**config.mk**
```make
export PLATFORM = sky130hd
export DESIGN_NAME = rtc_reg_arbiter_flat
export DESIGN_NICKNAME = d
export VERILOG_FILES = /design/src/rtl/rtc_reg_arbiter_if.sv /design/src/rtl/rtc_reg_arbiter.sv /design/src/flat_wrapper.sv
export SDC_FILE = /design/constraint.sdc
export NUM_CORES = 1
export LEC_CHECK = 0
export CAP_MARGIN = 20
export CELL_PAD_IN_SITES_DETAIL_PLACEMENT = 0
export CELL_PAD_IN_SITES_GLOBAL_PLACEMENT = 1
export CORE_ASPECT_RATIO = 1.25
export CORE_MARGIN = 5
export CORE_UTILIZATION = 36
export DETAILED_ROUTE_END_ITERATION = 7
export PLACE_DENSITY_LB_ADDON = 0.1
export SLEW_MARGIN = 20
export SYNTH_ARGS = -nofsm -noshare
export SYNTH_HDL_FRONTEND = slang
export SYNTH_SLANG_ARGS = --single-unit
```
**constraint.sdc**
```tcl
create_clock -name clk -period 5.4 [get_ports clk]
set_input_delay 1.62 -clock clk [delete_from_list [all_inputs] [get_ports clk]]
set_output_delay 1.62 -clock clk [all_outputs]
set_load 0.01 [all_outputs]
```
**src/rtl/rtc_reg_arbiter_if.sv**
```systemverilog
// Request/ack bundle between the RTC requesters, the arbiter and the 16x8 register file.
// master = requesters plus register-file model, slave = arbiter.
interface rtc_reg_arbiter_if #(
  parameter int ADDR_W = 4,
  parameter int DATA_W = 8
);
  logic              tk_req;
  logic [ADDR_W-1:0] tk_addr;
  logic [DATA_W-1:0] tk_wdata;
  logic              tk_ack;

  logic              host_req;
  logic              host_we;
  logic [ADDR_W-1:0] host_addr;
  logic [DATA_W-1:0] host_wdata;
  logic              host_burst;
  logic              host_ack;
  logic [DATA_W-1:0] host_rdata;

  logic [ADDR_W-1:0] reg_addr;
  logic [DATA_W-1:0] reg_wdata;
  logic              reg_we;
  logic              reg_re;
  logic [DATA_W-1:0] reg_rdata;

  logic              lock_err;

  modport master (
    output tk_req, tk_addr, tk_wdata, host_req, host_we, host_addr, host_wdata,
           host_burst, reg_rdata,
    input  tk_ack, host_ack, host_rdata, reg_addr, reg_wdata, reg_we, reg_re,
           lock_err
  );

  modport slave (
    input  tk_req, tk_addr, tk_wdata, host_req, host_we, host_addr, host_wdata,
           host_burst, reg_rdata,
    output tk_ack, host_ack, host_rdata, reg_addr, reg_wdata, reg_we, reg_re,
           lock_err
  );
endinterface

```
**src/rtl/rtc_reg_arbiter.sv**
```systemverilog
// Round-robin arbiter between RTC timekeeping write-back and the I2C host; write ack 1 cycle, read ack 3 cycles after grant.
// Requesters hold req until ack; host_burst defers TK writes until LOCK_TIMEOUT blocked cycles force a grant (lock_err).
module rtc_reg_arbiter #(
  parameter int ADDR_W       = 4,
  parameter int DATA_W       = 8,
  parameter int LOCK_TIMEOUT = 255
) (
  input  logic             clk,
  input  logic             rst,
  rtc_reg_arbiter_if.slave bus
);

  localparam int CNT_W = $clog2(LOCK_TIMEOUT + 1);
  localparam logic [CNT_W-1:0] LOCK_MAX = CNT_W'(LOCK_TIMEOUT);

  typedef enum logic [2:0] {IDLE, WR, RD, RD_WAIT, RD_DONE} state_t;
  typedef enum logic {GNT_TK, GNT_HOST} grant_t;

  state_t            state_q, state_d;
  grant_t            last_grant_q, last_grant_d;
  logic [CNT_W-1:0]  lock_cnt_q, lock_cnt_d;
  logic [ADDR_W-1:0] reg_addr_q, reg_addr_d;
  logic [DATA_W-1:0] reg_wdata_q, reg_wdata_d;
  logic [DATA_W-1:0] host_rdata_q, host_rdata_d;
  logic              reg_we_q, reg_we_d;
  logic              reg_re_q, reg_re_d;
  logic              tk_ack_q, tk_ack_d;
  logic              host_ack_q, host_ack_d;
  logic              lock_err_q, lock_err_d;

  logic tk_elig, host_elig, grant_tk, grant_host;

  // TK is held off during a host burst unless it has waited the full timeout.
  always_comb begin
    tk_elig    = bus.tk_req && (!bus.host_burst || (lock_cnt_q == LOCK_MAX));
    host_elig  = bus.host_req;
    grant_tk   = 1'b0;
    grant_host = 1'b0;
    if (state_q == IDLE) begin
      if (tk_elig && (!host_elig || (last_grant_q == GNT_HOST))) begin
        grant_tk = 1'b1;
      end else if (host_elig) begin
        grant_host = 1'b1;
      end
    end
  end

  always_comb begin
    state_d      = state_q;
    last_grant_d = last_grant_q;
    reg_addr_d   = reg_addr_q;
    reg_wdata_d  = reg_wdata_q;
    host_rdata_d = host_rdata_q;
    reg_we_d     = 1'b0;
    reg_re_d     = 1'b0;
    tk_ack_d     = 1'b0;
    host_ack_d   = 1'b0;
    lock_err_d   = 1'b0;

    case (state_q)
      IDLE: begin
        if (grant_tk) begin
          state_d      = WR;
          last_grant_d = GNT_TK;
          reg_addr_d   = bus.tk_addr;
          reg_wdata_d  = bus.tk_wdata;
          reg_we_d     = 1'b1;
          tk_ack_d     = 1'b1;
          lock_err_d   = bus.host_burst;
        end else if (grant_host) begin
          last_grant_d = GNT_HOST;
          reg_addr_d   = bus.host_addr;
          if (bus.host_we) begin
            state_d     = WR;
            reg_wdata_d = bus.host_wdata;
            reg_we_d    = 1'b1;
            host_ack_d  = 1'b1;
          end else begin
            state_d  = RD;
            reg_re_d = 1'b1;
          end
        end
      end
      WR:      state_d = IDLE;
      RD:      state_d = RD_WAIT;
      RD_WAIT: begin
        state_d      = RD_DONE;
        host_rdata_d = bus.reg_rdata;
        host_ack_d   = 1'b1;
      end
      RD_DONE: state_d = IDLE;
      default: state_d = IDLE;
    endcase

    if (!bus.tk_req || !bus.host_burst || grant_tk) begin
      lock_cnt_d = '0;
    end else if (lock_cnt_q != LOCK_MAX) begin
      lock_cnt_d = lock_cnt_q + CNT_W'(1);
    end else begin
      lock_cnt_d = lock_cnt_q;
    end
  end

  always_ff @(posedge clk or posedge rst) begin
    if (rst) begin
      state_q      <= IDLE;
      last_grant_q <= GNT_TK;
      lock_cnt_q   <= '0;
      reg_addr_q   <= '0;
      reg_wdata_q  <= '0;
      host_rdata_q <= '0;
      reg_we_q     <= 1'b0;
      reg_re_q     <= 1'b0;
      tk_ack_q     <= 1'b0;
      host_ack_q   <= 1'b0;
      lock_err_q   <= 1'b0;
    end else begin
      state_q      <= state_d;
      last_grant_q <= last_grant_d;
      lock_cnt_q   <= lock_cnt_d;
      reg_addr_q   <= reg_addr_d;
      reg_wdata_q  <= reg_wdata_d;
      host_rdata_q <= host_rdata_d;
      reg_we_q     <= reg_we_d;
      reg_re_q     <= reg_re_d;
      tk_ack_q     <= tk_ack_d;
      host_ack_q   <= host_ack_d;
      lock_err_q   <= lock_err_d;
    end
  end

  assign bus.tk_ack     = tk_ack_q;
  assign bus.host_ack   = host_ack_q;
  assign bus.host_rdata = host_rdata_q;
  assign bus.reg_addr   = reg_addr_q;
  assign bus.reg_wdata  = reg_wdata_q;
  assign bus.reg_we     = reg_we_q;
  assign bus.reg_re     = reg_re_q;
  assign bus.lock_err   = lock_err_q;

endmodule
```
**src/flat_wrapper.sv**
```systemverilog
// flat-port wrapper written by rule: the top's interface ports become plain ports
module rtc_reg_arbiter_flat 
#(
  parameter int ADDR_W       = 4,
  parameter int DATA_W       = 8,
  parameter int LOCK_TIMEOUT = 255
)
  (clk, rst, bus_tk_req, bus_tk_addr, bus_tk_wdata, bus_host_req, bus_host_we, bus_host_addr, bus_host_wdata, bus_host_burst, bus_reg_rdata, bus_tk_ack, bus_host_ack, bus_host_rdata, bus_reg_addr, bus_reg_wdata, bus_reg_we, bus_reg_re, bus_lock_err);
  rtc_reg_arbiter_if #(.ADDR_W(ADDR_W), .DATA_W(DATA_W)) bus_i ();
  input  logic clk;
  input  logic rst;
  input wire logic [$bits(bus_i.tk_req)-1:0] bus_tk_req;
  input wire logic [$bits(bus_i.tk_addr)-1:0] bus_tk_addr;
  input wire logic [$bits(bus_i.tk_wdata)-1:0] bus_tk_wdata;
  input wire logic [$bits(bus_i.host_req)-1:0] bus_host_req;
  input wire logic [$bits(bus_i.host_we)-1:0] bus_host_we;
  input wire logic [$bits(bus_i.host_addr)-1:0] bus_host_addr;
  input wire logic [$bits(bus_i.host_wdata)-1:0] bus_host_wdata;
  input wire logic [$bits(bus_i.host_burst)-1:0] bus_host_burst;
  input wire logic [$bits(bus_i.reg_rdata)-1:0] bus_reg_rdata;
  output wire logic [$bits(bus_i.tk_ack)-1:0] bus_tk_ack;
  output wire logic [$bits(bus_i.host_ack)-1:0] bus_host_ack;
  output wire logic [$bits(bus_i.host_rdata)-1:0] bus_host_rdata;
  output wire logic [$bits(bus_i.reg_addr)-1:0] bus_reg_addr;
  output wire logic [$bits(bus_i.reg_wdata)-1:0] bus_reg_wdata;
  output wire logic [$bits(bus_i.reg_we)-1:0] bus_reg_we;
  output wire logic [$bits(bus_i.reg_re)-1:0] bus_reg_re;
  output wire logic [$bits(bus_i.lock_err)-1:0] bus_lock_err;
  assign bus_i.tk_req = bus_tk_req;
  assign bus_i.tk_addr = bus_tk_addr;
  assign bus_i.tk_wdata = bus_tk_wdata;
  assign bus_i.host_req = bus_host_req;
  assign bus_i.host_we = bus_host_we;
  assign bus_i.host_addr = bus_host_addr;
  assign bus_i.host_wdata = bus_host_wdata;
  assign bus_i.host_burst = bus_host_burst;
  assign bus_i.reg_rdata = bus_reg_rdata;
  assign bus_tk_ack = bus_i.tk_ack;
  assign bus_host_ack = bus_i.host_ack;
  assign bus_host_rdata = bus_i.host_rdata;
  assign bus_reg_addr = bus_i.reg_addr;
  assign bus_reg_wdata = bus_i.reg_wdata;
  assign bus_reg_we = bus_i.reg_we;
  assign bus_reg_re = bus_i.reg_re;
  assign bus_lock_err = bus_i.lock_err;
  rtc_reg_arbiter #(.ADDR_W(ADDR_W), .DATA_W(DATA_W), .LOCK_TIMEOUT(LOCK_TIMEOUT)) u_core (.clk(clk), .rst(rst), .bus(bus_i));
endmodule
```
After elaboration in Yosys (flattened, before gate mapping):

Index checks and enable logic that the tools add are counted.

* register bits: 37
* latch bits: 0
* RAM bits: 0
* memory bits (read-only): 0
* input bits: 38
* memories: 0

* add/sub/neg operators: 1
* multiply operators: 0
* div/mod/pow operators: 0
* $lt $le $gt $ge: 0
* equal/unequal tests: 5
* shift-type cells: 0
* multiplexer cells: 32
* bitwise gates (word level): 0
* reduce and logical (&&, ||, !) cells: 15

Operators by type and width (number)
* 8-bit two-way mux: 5
* 1-bit two-way mux: 20
* 3-bit one-hot mux with 3 select lines: 1
* 8-bit by 1-bit adder with 8-bit output (second input constant): 1
* 8-bit equality test (second input constant): 1
* 4-bit two-way mux: 2
* 8-bit != test (second input constant): 1
* 3-bit by 2-bit equality test with 1-bit output (second input constant): 2
* 3-bit two-way mux: 2
* 2-bit nonzero test: 3
* 1-bit logical OR: 4
* 1-bit zero test: 3
* 3-bit zero test: 1
* 3-bit by 1-bit != test with 1-bit output (second input constant): 1
* 3-bit AND reduction: 1
* 1-bit logical AND: 2
* 2-bit two-way mux: 1
* 1-bit one-hot mux with 2 select lines: 1
* 2-bit AND reduction: 1

Logic depth before layout (Yosys ltp):

Gate-level depths: netlist (run 1).

* depth after elaboration: 9
* mapped depth: 6

Worst setup path after synthesis (run 1):

OpenSTA, ideal clock, no wires.

* path type: input -> register
* start: in bus_host_req
* end: reg u_core.reg_addr_q[3] (netlist: u_core.bus.reg_addr[3])
* data arrival time: 2.591 ns
* required time: 5.275 ns
* slack: 2.684 ns
* cell stages on the path: 5
* buffers on the path: 1
* path through: and2b_1 > nor3_4 > nand2_2 > buf_6 > mux2_4

* cells in the longest elaborated chain, start to end: 7
* elaborated cells on any way between the ends: 11

Ends and longest elaborated chain
* start: declaration: line flat_wrapper.sv:15 `input wire logic [$bits(bus_i.host_req)-1:0] bus_host_req;`
* 1-bit zero test: line rtc_reg_arbiter.sv:40 `if (tk_elig && (!host_elig || (last_grant_q == GNT_HOST))) begin`
* 1-bit logical OR: line rtc_reg_arbiter.sv:40
* 1-bit logical AND: line rtc_reg_arbiter.sv:40
* 1-bit two-way mux: line rtc_reg_arbiter.sv:40
* 1-bit two-way mux: line rtc_reg_arbiter.sv:39 `if (state_q == IDLE) begin`
* 2-bit nonzero test (no line)
* 2-bit AND reduction (no line)
* end signal: assignment: line rtc_reg_arbiter.sv:121 `reg_addr_q <= reg_addr_d;`
* end: declaration: line rtc_reg_arbiter.sv:22 `logic [ADDR_W-1:0] reg_addr_q, reg_addr_d;`

Several ways; a longest one is shown, not always the timed one.
A chain may end at the register's enable or synchronous reset.

Worst setup path in the final report (run 1):

* start: in bus_host_req
* end: reg u_core.reg_wdata_q[1] (netlist: u_core.bus.reg_wdata[1])

* cells in the longest elaborated chain, start to end: 7
* elaborated cells on any way between the ends: 12

Ends and longest elaborated chain
* 1-bit zero test: line rtc_reg_arbiter.sv:40
* 1-bit logical OR: line rtc_reg_arbiter.sv:40
* 1-bit logical AND: line rtc_reg_arbiter.sv:40
* 1-bit two-way mux: line rtc_reg_arbiter.sv:40
* 1-bit two-way mux: line rtc_reg_arbiter.sv:39
* 2-bit nonzero test (no line)
* 3-bit AND reduction (no line)
* end signal: assignment: line rtc_reg_arbiter.sv:122 `reg_wdata_q <= reg_wdata_d;`
* end: declaration: line rtc_reg_arbiter.sv:23 `logic [DATA_W-1:0] reg_wdata_q, reg_wdata_d;`

Several ways; a longest one is shown, not always the timed one.

==> out/summary.txt, run 1 <==
================================================================================
Worst Path Class, Setup                                             input port to flip-flop
Final worst setup slack                                                  2.21 ns
Power per standard cell area                                         443 nW/um^2
Sequential element share of the synthesized area                           0.530
Count of mapped cells out of synthesis                                       151
Setup TNS                                                                   0 ns
Final core utilization                                                     0.530
Effective utilization at floorplan                                         0.369
Number of I/O port buffers                                                    62
Clk Latency, worst-skew pair                                             0.28 ns
Die W                                                               72.3 microns
Unrepaired setup endpoints after global routing                               no
Number of antenna cells inserted                                               0
Top library cells by usage in the layout, fill and taps aside       62 x sky130_fd_sc_hd__clkdlybuf4s50_1, 37 x sky130_fd_sc_hd__dfrtp_1, 28 x sky130_fd_sc_hd__nand2_1
Finished Cell Area                                                    2510 sq um
Number of antenna-violating nets in the routed design                          0
Setup crit start kind                                                 input port
Number of distinct library cells after synthesis                              39
Aggregate global-route resource usage                                      0.131
CTS clock-pin slew for the worst setup and hold paths                    0.07 ns
Required arrival time at the worst endpoint                              5.56 ns
Slowest cell delay on critical path                                      0.52 ns
Maximum clock path buffer count                                                2
Final setup violating endpoints                                                0
Length in cells of the worst reg-to-reg path                                   5
Total wire length                                                        3.85 mm
Count of buffers added by post-CTS timing repair for setup                     0
Max Freq                                                                 313 MHz
Number of pins with negative max-slew slack in the final report                0
Drt pass-1 iters                                                               4
Max-slew headroom at the worst pin                                         0.690
Critical path, cell by cell                                         clkdlybuf4s50_1 > and2b_1 > nor3_4 > nand2_2 > mux2_4
Number of antenna violations at the first check in global routing              0
Clock Root Buffer                                                   sky130_fd_sc_hd__clkbuf_8
Area growth from synthesis to layout                                       43.6%
Largest net degree at the start of global routing                             38
Number of resized instances in the post-cts repair step                        0
Count of endpoints failing hold in the final timing report                     0
Via count of the first global-routing pass                                  1409
Met2 demand-to-capacity share in global routing                            0.205
Summed instance area of the synthesized netlist                       1750 sq um
Gpl congestion                                                             0.714
Share of the cycle needed by the critical path after routing               0.591
Leakage                                                                  1.12 nW
CTS Sinks                                                                     37
Outcome                                                             finished clean
Slew of the pin with the lowest slew margin                             0.464 ns
Most used routing layer in global routing                                   met2
Clock Skew                                                            0.00673 ns
Boundary pin count                                                            63
Worst-path maximum fanout                                                     12
Hold buffers post-CTS                                                          0
Seq cells post-synth                                                          37
CTS tree                                                                     yes
Proportion of layout cells with a drive suffix above 1                     0.155
Worst hold path stage count                                                    2
Synth top area share                                                       0.530
Number of H-tree branching levels                                              2
# nets final                                                                 258
Remaining routing DRC violations                                               0
Total congestion overflow                                                      0
Time the worst path needs with I/O delays and setup                      3.19 ns
# fillers                                                                    456
Per-cell routed wire length                                         13.8 microns
Detailed Place HPWL                                                      2.94 mm
Post-Place Cell Area                                                  2430 sq um
Vias                                                                        1329
Met1 capacity usage during global routing                                  0.174
Total number of yosys warnings                                                 0
Number of flops mapped to enable cells by yosys                                0
Mean number of vias per cell                                                4.75
Number of violations of the max-capacitance limit                              0
Number of buffers created by CTS                                               5
Total number of placement rows                                                28
Critical Path AT                                                         3.35 ns
Category of the worst setup path capture point                         flip-flop
Commonest non-fill, non-tap cell in the layout                      sky130_fd_sc_hd__clkdlybuf4s50_1
Critical-path cell with the highest stage delay                     sky130_fd_sc_hd__clkdlybuf4s50_1
First-pass GRT wire length                                               6.54 mm
Share of async-settable or async-resettable flops after synthesis           1.00
Type of the tightest min-delay check                                flip-flop to flip-flop
Post-route insts no fill                                                     280
DRC violation total after the first TritonRoute iteration                     69
Die area                                                              6350 sq um
Mean Syn Cell Area                                                    11.6 sq um
Die Height                                                          87.9 microns
Area of the core region                                               4730 sq um
Primary FF master, synth                                            sky130_fd_sc_hd__dfrtp_1
Inst Count DP                                                                272
Net count of the mapped netlist                                              190
Area leader, netlist                                                sky130_fd_sc_hd__dfrtp_1
Worst ir drop on vdd                                                    0.271 mV
Setup slack at placement                                                 1.91 ns
Grt met3 use                                                              0.0402
Top area cells in the synthesized netlist                           sky130_fd_sc_hd__dfrtp_1 53%, sky130_fd_sc_hd__mux2_4 6.9%, sky130_fd_sc_hd__mux2_2 6.5%
================================================================================
-- metrics by stage --
step / total power, mW / hold slack, ns
2_1_floorplan: 0.698 / 0.514
3_3_place_gp: 0.932 / 0.460
3_5_place_dp: 0.941 / 0.461
4_1_cts: 1.13 / 0.479
5_1_grt: 1.19 / 0.505
6_report: 1.11 / 0.476
-- cell families after synthesis --
kind of cell / share of synthesized area
multiplexers: 0.133
buffers and inverters: 0.0258
XOR/XNOR: 0.0201
AO/OA/AOI/OAI: 0.0867
flip-flops: 0.530
AND/OR/NAND/NOR: 0.196
adder cells (fa/ha/maj): 0.00717
-- cells in the mapped netlist, types with 3 or more instances --
library cell	instances
sky130_fd_sc_hd__nor2_1	10
sky130_fd_sc_hd__o31ai_1	3
sky130_fd_sc_hd__nand2_1	28
sky130_fd_sc_hd__mux2_2	10
sky130_fd_sc_hd__a21oi_1	4
sky130_fd_sc_hd__dfrtp_1	37
sky130_fd_sc_hd__mux2_4	8
sky130_fd_sc_hd__nand3_1	5
sky130_fd_sc_hd__xor2_1	3
sky130_fd_sc_hd__inv_1	5
sky130_fd_sc_hd__nor3_1	4
-- layout make-up --
cell class	instances	area, sq um	share of cell area
Tap cell	60	75.1	0.0300
Sequential cell	37	926	0.369
Timing Repair Buffer	63	628	0.251
Clock buffer	8	80.1	0.0320
Inverter	6	22.5	0.00899
Multi-Input combinational cell	106	774	0.309
-- final timing paths --
kind / slack, ns / start / to
setup / recovery: 2.21 / bus_host_req / u_core.bus.reg_wdata[1]$_DFFE_PP0P_
hold / removal: 0.48 / u_core.bus.host_rdata[7]$_DFFE_PP0P_ / u_core.bus.host_rdata[7]$_DFFE_PP0P_
setup reg to reg: 3.44 / u_core.lock_cnt_q[0]$_DFFE_PP0P_ / u_core.lock_cnt_q[0]$_DFFE_PP0P_
hold reg to reg: 0.48 / u_core.bus.host_rdata[7]$_DFFE_PP0P_ / u_core.bus.host_rdata[7]$_DFFE_PP0P_
max in group asynchronous: 3.33 / rst / u_core.bus.reg_wdata[4]$_DFFE_PP0P_
min in group asynchronous: 1.74 / rst / u_core.lock_cnt_q[2]$_DFFE_PP0P_
-- power by group --
part	total (mW)	leakage (nW)	internal, mW	switching [mW]
Combinational	0.498	0.610	0.300	0.197
Sequential	0.431	0.466	0.375	0.0566
Clock	0.181	0.0395	0.0916	0.0889
Total	1.11	1.12	0.767	0.343
-- state kept, by name (all words and copies together), names as in the netlist --
name                   count
u_core.last_grant_q        1
u_core.bus.lock_err        1
u_core.bus.reg_wdata       8
u_core.bus.reg_addr        4
u_core.bus.reg_re          1
u_core.bus.host_rdata      8
u_core.state_q             3
u_core.bus.reg_we          1
u_core.lock_cnt_q          8
u_core.bus.host_ack        1
u_core.bus.tk_ack          1
-- critical path, delay by kind of cell --
kind | cells | cell delay (ns)
buffers and inverters | 1 | 0.52
multiplexers | 1 | 0.37
AND/OR/NAND/NOR | 3 | 0.83
-- layer usage --
layer / vias to the layer above / part of all wire
met5: - / 0
met4: 0 / 0.0093
met3: 4 / 0.065
met2: 42 / 0.49
met1: 620 / 0.44
li1: 663 / -
No activity file was read; power rests on OpenSTA's default activity.
==> run 2: changes to the inputs <==
Settings changed: CORE_UTILIZATION 36 to 34.
Clock period 5.4 ns to 3 ns, I/O delays scaled along.
==> run 2 against run 1 <==
Compared with the run above:
- sequential cell count unchanged
- die area is 5.1% higher
- clock power increased by 110%
- design area is 0.95% higher
- via count grew 2.8%
- register-to-register slack worse by 2.4 ns
- critical path type unchanged
- critical endpoint is now u_core.bus.reg_wdata[5]$_DFFE_PP0P_
==> out/summary.txt, run 2 (synthesis gave the netlist of run 1 again) <==
================================================================================
Critical register-to-register path startpoint                       u_core.lock_cnt_q[0]$_DFFE_PP0P_
Setup TNS                                                                   0 ns
Via count of the first global-routing pass                                  1486
Die Height                                                          90.1 microns
Clk Latency, worst-skew pair                                             0.28 ns
Capturing point of the worst reg2reg path                           u_core.lock_cnt_q[5]$_DFFE_PP0P_
Post-Place Cell Area                                                  2430 sq um
Number of antenna-violating nets in the routed design                          0
Net Switching                                                           0.635 mW
Max Freq                                                                 407 MHz
Per-cell routed wire length                                         14.4 microns
Die area                                                              6680 sq um
Largest net degree at the start of global routing                             38
Number of pins with negative max-slew slack in the final report                0
Commonest non-fill, non-tap cell in the layout                      sky130_fd_sc_hd__clkdlybuf4s50_1
Aggregate global-route resource usage                                      0.131
Finished Cell Area                                                    2530 sq um
Maximum clock path buffer count                                                2
Top library cells by usage in the layout, fill and taps aside       62 x sky130_fd_sc_hd__clkdlybuf4s50_1, 37 x sky130_fd_sc_hd__dfrtp_1, 28 x sky130_fd_sc_hd__nand2_1
Multi-input gate area in the final layout                              774 sq um
CTS Sinks                                                                     37
Fraction of power spent switching nets                                     0.309
Detailed Place HPWL                                                      3.12 mm
CTS clock-pin slew for the worst setup and hold paths                    0.07 ns
Critical-path cell with the highest stage delay                     sky130_fd_sc_hd__clkdlybuf4s50_1
Remaining routing DRC violations                                               0
Critical path, cell by cell                                         clkdlybuf4s50_1 > and2b_1 > nor3_4 > nand2_2 > mux2_4
Area of the core region                                               5040 sq um
Number of violations of the max-capacitance limit                              0
Worst ir drop on vdd                                                    0.416 mV
Final setup violating endpoints                                                0
Capturing element of the worst setup path                           u_core.bus.reg_wdata[5]$_DFFE_PP0P_
Count of endpoints failing hold in the final timing report                     0
Part of the power in registers                                             0.379
Required arrival time at the worst endpoint                              3.17 ns
Hold Crit Start                                                     u_core.bus.host_rdata[2]$_DFFE_PP0P_
Hold buffers post-CTS                                                          0
Total wire length                                                        4.05 mm
# nets final                                                                 258
Proportion of layout cells with a drive suffix above 1                     0.168
Design internal power                                                    1.42 mW
Count of buffers added by post-CTS timing repair for setup                     0
Slowest cell delay on critical path                                      0.53 ns
Gpl congestion                                                             0.798
Worst hold path stage count                                                    2
Post-layout power                                                        2.06 mW
Effective utilization at floorplan                                         0.346
Unrepaired setup endpoints after global routing                               no
First-pass GRT wire length                                               6.91 mm
Category of the worst setup path capture point                         flip-flop
Max-slew headroom at the worst pin                                         0.688
Mean number of vias per cell                                                4.84
Power per standard cell area                                         813 nW/um^2
Setup crit start kind                                                 input port
Die W                                                               74.1 microns
Number of antenna violations at the first check in global routing              0
Critical Path Source                                                bus_host_req
Number of resized instances in the post-cts repair step                        0
Share of total power in the clock network                                  0.185
Type of the tightest min-delay check                                flip-flop to flip-flop
# fillers                                                                    447
Length in cells of the worst reg-to-reg path                                   5
Slew of the pin with the lowest slew margin                             0.469 ns
Number of antenna cells inserted                                               0
Vias                                                                        1366
Share of the cycle needed by the critical path after routing               0.818
Area growth from synthesis to layout                                       44.9%
Boundary pin count                                                            63
Critical Path AT                                                         2.63 ns
Outcome                                                             finished clean
Worst-path maximum fanout                                                     12
Number of I/O port buffers                                                    62
Drt pass-1 iters                                                               4
Number of H-tree branching levels                                              2
DRC violation total after the first TritonRoute iteration                     87
Leakage                                                                  1.13 nW
Time the worst path needs with I/O delays and setup                      2.46 ns
Logic pwr share                                                            0.436
Clock Skew                                                            0.00363 ns
Number of buffers created by CTS                                               5
Worst Path Class, Setup                                             input port to flip-flop
CTS tree                                                                     yes
Area occupied by registers                                             926 sq um
Total congestion overflow                                                      0
Clock Root Buffer                                                   sky130_fd_sc_hd__clkbuf_8
Setup slack, reg-to-reg                                                  1.06 ns
Total number of placement rows                                                29
================================================================================
run 2: cell types whose count changed in the layout (fill, tap and decap cells not counted):
cell and delta:
sky130_fd_sc_hd__clkbuf_1 -3, sky130_fd_sc_hd__clkinv_2 +1, sky130_fd_sc_hd__clkbuf_8 +2
run 2: power groups by stage:
stage,clock (mW),sequential [mW],combinational (mW)
3_5_place_dp,0,0.784,0.916
6_report,0.380,0.780,0.898
5_1_grt,0.419,0.802,0.970
3_3_place_gp,0,0.784,0.902
4_1_cts,0.394,0.781,0.918
2_1_floorplan,0,0.845,0.411
run 2: per-stage QoR:
step	std cells	hold WS [ns]	utilization	setup WS, ns
after floorplan	151	0.514	-	1.00
after global placement	274	0.460	0.482	0.305
after detailed placement	274	0.465	0.482	0.242
after CTS	282	0.479	0.502	0.546
after global routing	282	0.501	0.502	0.443
final	282	0.479	0.502	0.545
run 2: worst min-delay path by stage:
stage / end / slack (ns)
2_1_floorplan: u_core.bus.host_rdata[0]$_DFFE_PP0P_ / 0.51
3_3_place_gp: u_core.bus.host_rdata[2]$_DFFE_PP0P_ / 0.46
3_5_place_dp: u_core.bus.host_rdata[2]$_DFFE_PP0P_ / 0.46
4_1_cts: u_core.bus.host_rdata[2]$_DFFE_PP0P_ / 0.48
5_1_grt: u_core.bus.host_rdata[2]$_DFFE_PP0P_ / 0.50
6_report: u_core.bus.host_rdata[2]$_DFFE_PP0P_ / 0.48
run 2: cell type report:
cell class	instances	area share
clock inverter	1	0.00198
sequential	37	0.366
multi-input combinational	106	0.306
clock buffer	7	0.0381
tap	62	0.0307
inverter	6	0.00890
timing repair buffer	63	0.248
run 2: critical path: cells and delay by family:
kind,cells,cell delay (ns)
and+or+nand+nor,3,0.83
buffers and inverters,1,0.53
muxes,1,0.37
run 2: per-layer routing:
layer / global-route usage / vias up / routed length [microns]
met5: 0 / - / 0
met4: 0.0498 / 0 / 76
met3: 0.0446 / 6 / 238
met2: 0.211 / 47 / 2020
met1: 0.159 / 648 / 1710
li1: - / 665 / -
==> run 3: changes to the inputs <==
Settings changed: CORE_UTILIZATION 34 to 30.
Clock period 3 ns to 2.18 ns, I/O delays scaled along.
==> run 3 against run 2 <==
Compared with the run above:
- critical path depth did not move
- first-iteration DRC count fell by 45%
- clock power rose by 60%
- highest routed layer unchanged
- critical endpoint unchanged
- total power rose by 44%
- clock-buffer cell count did not move
==> out/summary.txt, run 3 (synthesis gave the netlist of run 1 again) <==
================================================================================
Design internal power                                                    2.09 mW
Capturing element of the worst setup path                           u_core.bus.reg_wdata[5]$_DFFE_PP0P_
Hold buffers post-CTS                                                          0
Mean number of vias per cell                                                4.70
Count of endpoints failing hold in the final timing report                     0
Commonest non-fill, non-tap cell in the layout                      sky130_fd_sc_hd__clkdlybuf4s50_1
CTS clock-pin slew for the worst setup and hold paths                    0.07 ns
Setup slack, reg-to-reg                                                  0.34 ns
Die Height                                                          95.3 microns
Via count of the first global-routing pass                                  1523
Area of the core region                                               5740 sq um
Total wire length                                                        4.28 mm
Number of pins with negative max-slew slack in the final report                0
Maximum clock path buffer count                                                2
Critical Path Source                                                bus_host_req
Outcome                                                             finished clean
Category of the worst setup path capture point                         flip-flop
Logic pwr share                                                            0.436
Hold slack final                                                        0.481 ns
# fillers                                                                    553
Proportion of layout cells with a drive suffix above 1                     0.210
Slew of the pin with the lowest slew margin                             0.470 ns
Per-cell routed wire length                                         14.3 microns
Number of I/O port buffers                                                    62
CTS Sinks                                                                     37
Worst-path maximum fanout                                                     12
Type of the tightest min-delay check                                flip-flop to flip-flop
Number of antenna violations at the first check in global routing              0
Share of the cycle needed by the critical path after routing               0.913
Critical register-to-register path startpoint                       u_core.lock_cnt_q[0]$_DFFE_PP0P_
Worst ir drop on vdd                                                    0.531 mV
Most used routing layer in global routing                                   met2
Time the worst path needs with I/O delays and setup                      1.99 ns
Count of buffers added by post-CTS timing repair for setup                     0
Max Freq                                                                 503 MHz
Part of the power in registers                                             0.359
Die W                                                               78.2 microns
Met1 capacity usage during global routing                                  0.138
Max-slew headroom at the worst pin                                         0.687
Capturing point of the worst reg2reg path                           u_core.bus.reg_addr[0]$_DFFE_PP0P_
Clock Skew                                                            0.00357 ns
Number of resized instances in the post-cts repair step                        0
Setup TNS                                                                   0 ns
Vias                                                                        1406
Die area                                                              7450 sq um
Setup crit start kind                                                 input port
Worst Path Class, Setup                                             input port to flip-flop
Required arrival time at the worst endpoint                              2.35 ns
Slowest cell delay on critical path                                      0.45 ns
Critical path, cell by cell                                         clkdlybuf4s50_1 > and2b_1 > nor3_4 > nand2_2 > mux2_4
Share of total power in the clock network                                  0.205
Clock Root Buffer                                                   sky130_fd_sc_hd__clkbuf_8
CTS tree                                                                     yes
Area occupied by registers                                             926 sq um
Drt pass-1 iters                                                               4
Number of antenna cells inserted                                               0
Fraction of power spent switching nets                                     0.297
First-pass GRT wire length                                               7.13 mm
Remaining routing DRC violations                                               0
Final setup violating endpoints                                                0
Multi-input gate area in the final layout                              774 sq um
Power per standard cell area                                        1120 nW/um^2
Area growth from synthesis to layout                                       51.7%
DRC violation total after the first TritonRoute iteration                     48
Top library cells by usage in the layout, fill and taps aside       62 x sky130_fd_sc_hd__clkdlybuf4s50_1, 37 x sky130_fd_sc_hd__dfrtp_1, 28 x sky130_fd_sc_hd__nand2_1
Post-layout power                                                        2.97 mW
Number of violations of the max-capacitance limit                              0
Effective utilization at floorplan                                         0.304
Number of buffers created by CTS                                               5
Critical-path cell with the highest stage delay                     sky130_fd_sc_hd__clkdlybuf4s50_1
Aggregate global-route resource usage                                      0.125
Grt met3 use                                                              0.0406
Length in cells of the worst reg-to-reg path                                   7
Detailed Place HPWL                                                      3.36 mm
Total congestion overflow                                                      0
Number of antenna-violating nets in the routed design                          0
Largest net degree at the start of global routing                             38
Number of H-tree branching levels                                              2
Net Switching                                                           0.884 mW
Critical Path AT                                                         2.16 ns
Leakage                                                                  1.20 nW
Total number of placement rows                                                31
Met2 demand-to-capacity share in global routing                            0.222
Unrepaired setup endpoints after global routing                               no
# nets final                                                                 271
Gpl congestion                                                             0.679
Boundary pin count                                                            63
Final core utilization                                                     0.461
Clk Latency, worst-skew pair                                             0.28 ns
================================================================================
==> run 3: cell count changes in the layout (fill, tap and decap cells not counted) <==
cell                        change
sky130_fd_sc_hd__clkbuf_8       -1
sky130_fd_sc_hd__bufinv_16      +1
sky130_fd_sc_hd__clkinv_2       -1
sky130_fd_sc_hd__clkbuf_1       +1
sky130_fd_sc_hd__buf_4         +13
==> run 3: metrics by stage <==
| stage | instances | area [sq um] | setup WS [ns] |
|---|---|---|---|
| after floorplan | 151 | 1750 | 0.430 |
| after global routing | 299 | 2650 | 0.0568 |
| after global placement | 291 | 2530 | -0.0850 |
| after CTS | 299 | 2650 | 0.138 |
| after detailed placement | 291 | 2530 | -0.147 |
| final | 299 | 2650 | 0.190 |
==> run 3: power groups by stage <==
stage | Clock [mW] | Sequential (mW) | Combinational, mW
floorplan | 0 | 1.16 | 0.566
global placement | 0 | 1.07 | 1.30
detailed placement | 0 | 1.08 | 1.33
CTS | 0.633 | 1.07 | 1.33
global route | 0.662 | 1.10 | 1.41
finish | 0.608 | 1.07 | 1.30
==> run 3: final cells by class <==
class,instances,area share
Clock buffer,7,0.0326
Clock inverter,1,0.0113
Tap cell,66,0.0312
Multi-Input combinational cell,106,0.293
Sequential cell,37,0.350
Inverter,6,0.00851
Timing Repair Buffer,76,0.274
==> run 3: critical path: cells and delay by family <==
| family | cells | cell delay [ns] |
|---|---|---|
| multiplexers | 1 | 0.38 |
| buffers and inverters | 1 | 0.45 |
| AND/OR/NAND/NOR | 3 | 0.66 |
==> run 3: per-layer routing <==
| metal | vias up | share of wire |
|---|---|---|
| li1 | 685 | - |
| met3 | 6 | 0.047 |
| met5 | - | 0 |
| met1 | 679 | 0.40 |
| met2 | 36 | 0.54 |
| met4 | 0 | 0.016 |
==> run 3: how the worst min path moves through the flow <==
| stage | startpoint | endpoint | slack, ns | depth (start not counted) |
|---|---|---|---|---|
| floorplan | u_core.bus.host_rdata[0]$_DFFE_PP0P_ | u_core.bus.host_rdata[0]$_DFFE_PP0P_ | 0.51 | 2 |
| global placement | u_core.bus.host_rdata[4]$_DFFE_PP0P_ | u_core.bus.host_rdata[4]$_DFFE_PP0P_ | 0.46 | 2 |
| detailed placement | u_core.bus.host_rdata[4]$_DFFE_PP0P_ | u_core.bus.host_rdata[4]$_DFFE_PP0P_ | 0.46 | 2 |
| CTS | u_core.bus.host_rdata[1]$_DFFE_PP0P_ | u_core.bus.host_rdata[1]$_DFFE_PP0P_ | 0.49 | 2 |
| global route | u_core.bus.host_rdata[4]$_DFFE_PP0P_ | u_core.bus.host_rdata[4]$_DFFE_PP0P_ | 0.51 | 2 |
| finish | u_core.bus.host_rdata[1]$_DFFE_PP0P_ | u_core.bus.host_rdata[1]$_DFFE_PP0P_ | 0.48 | 2 |
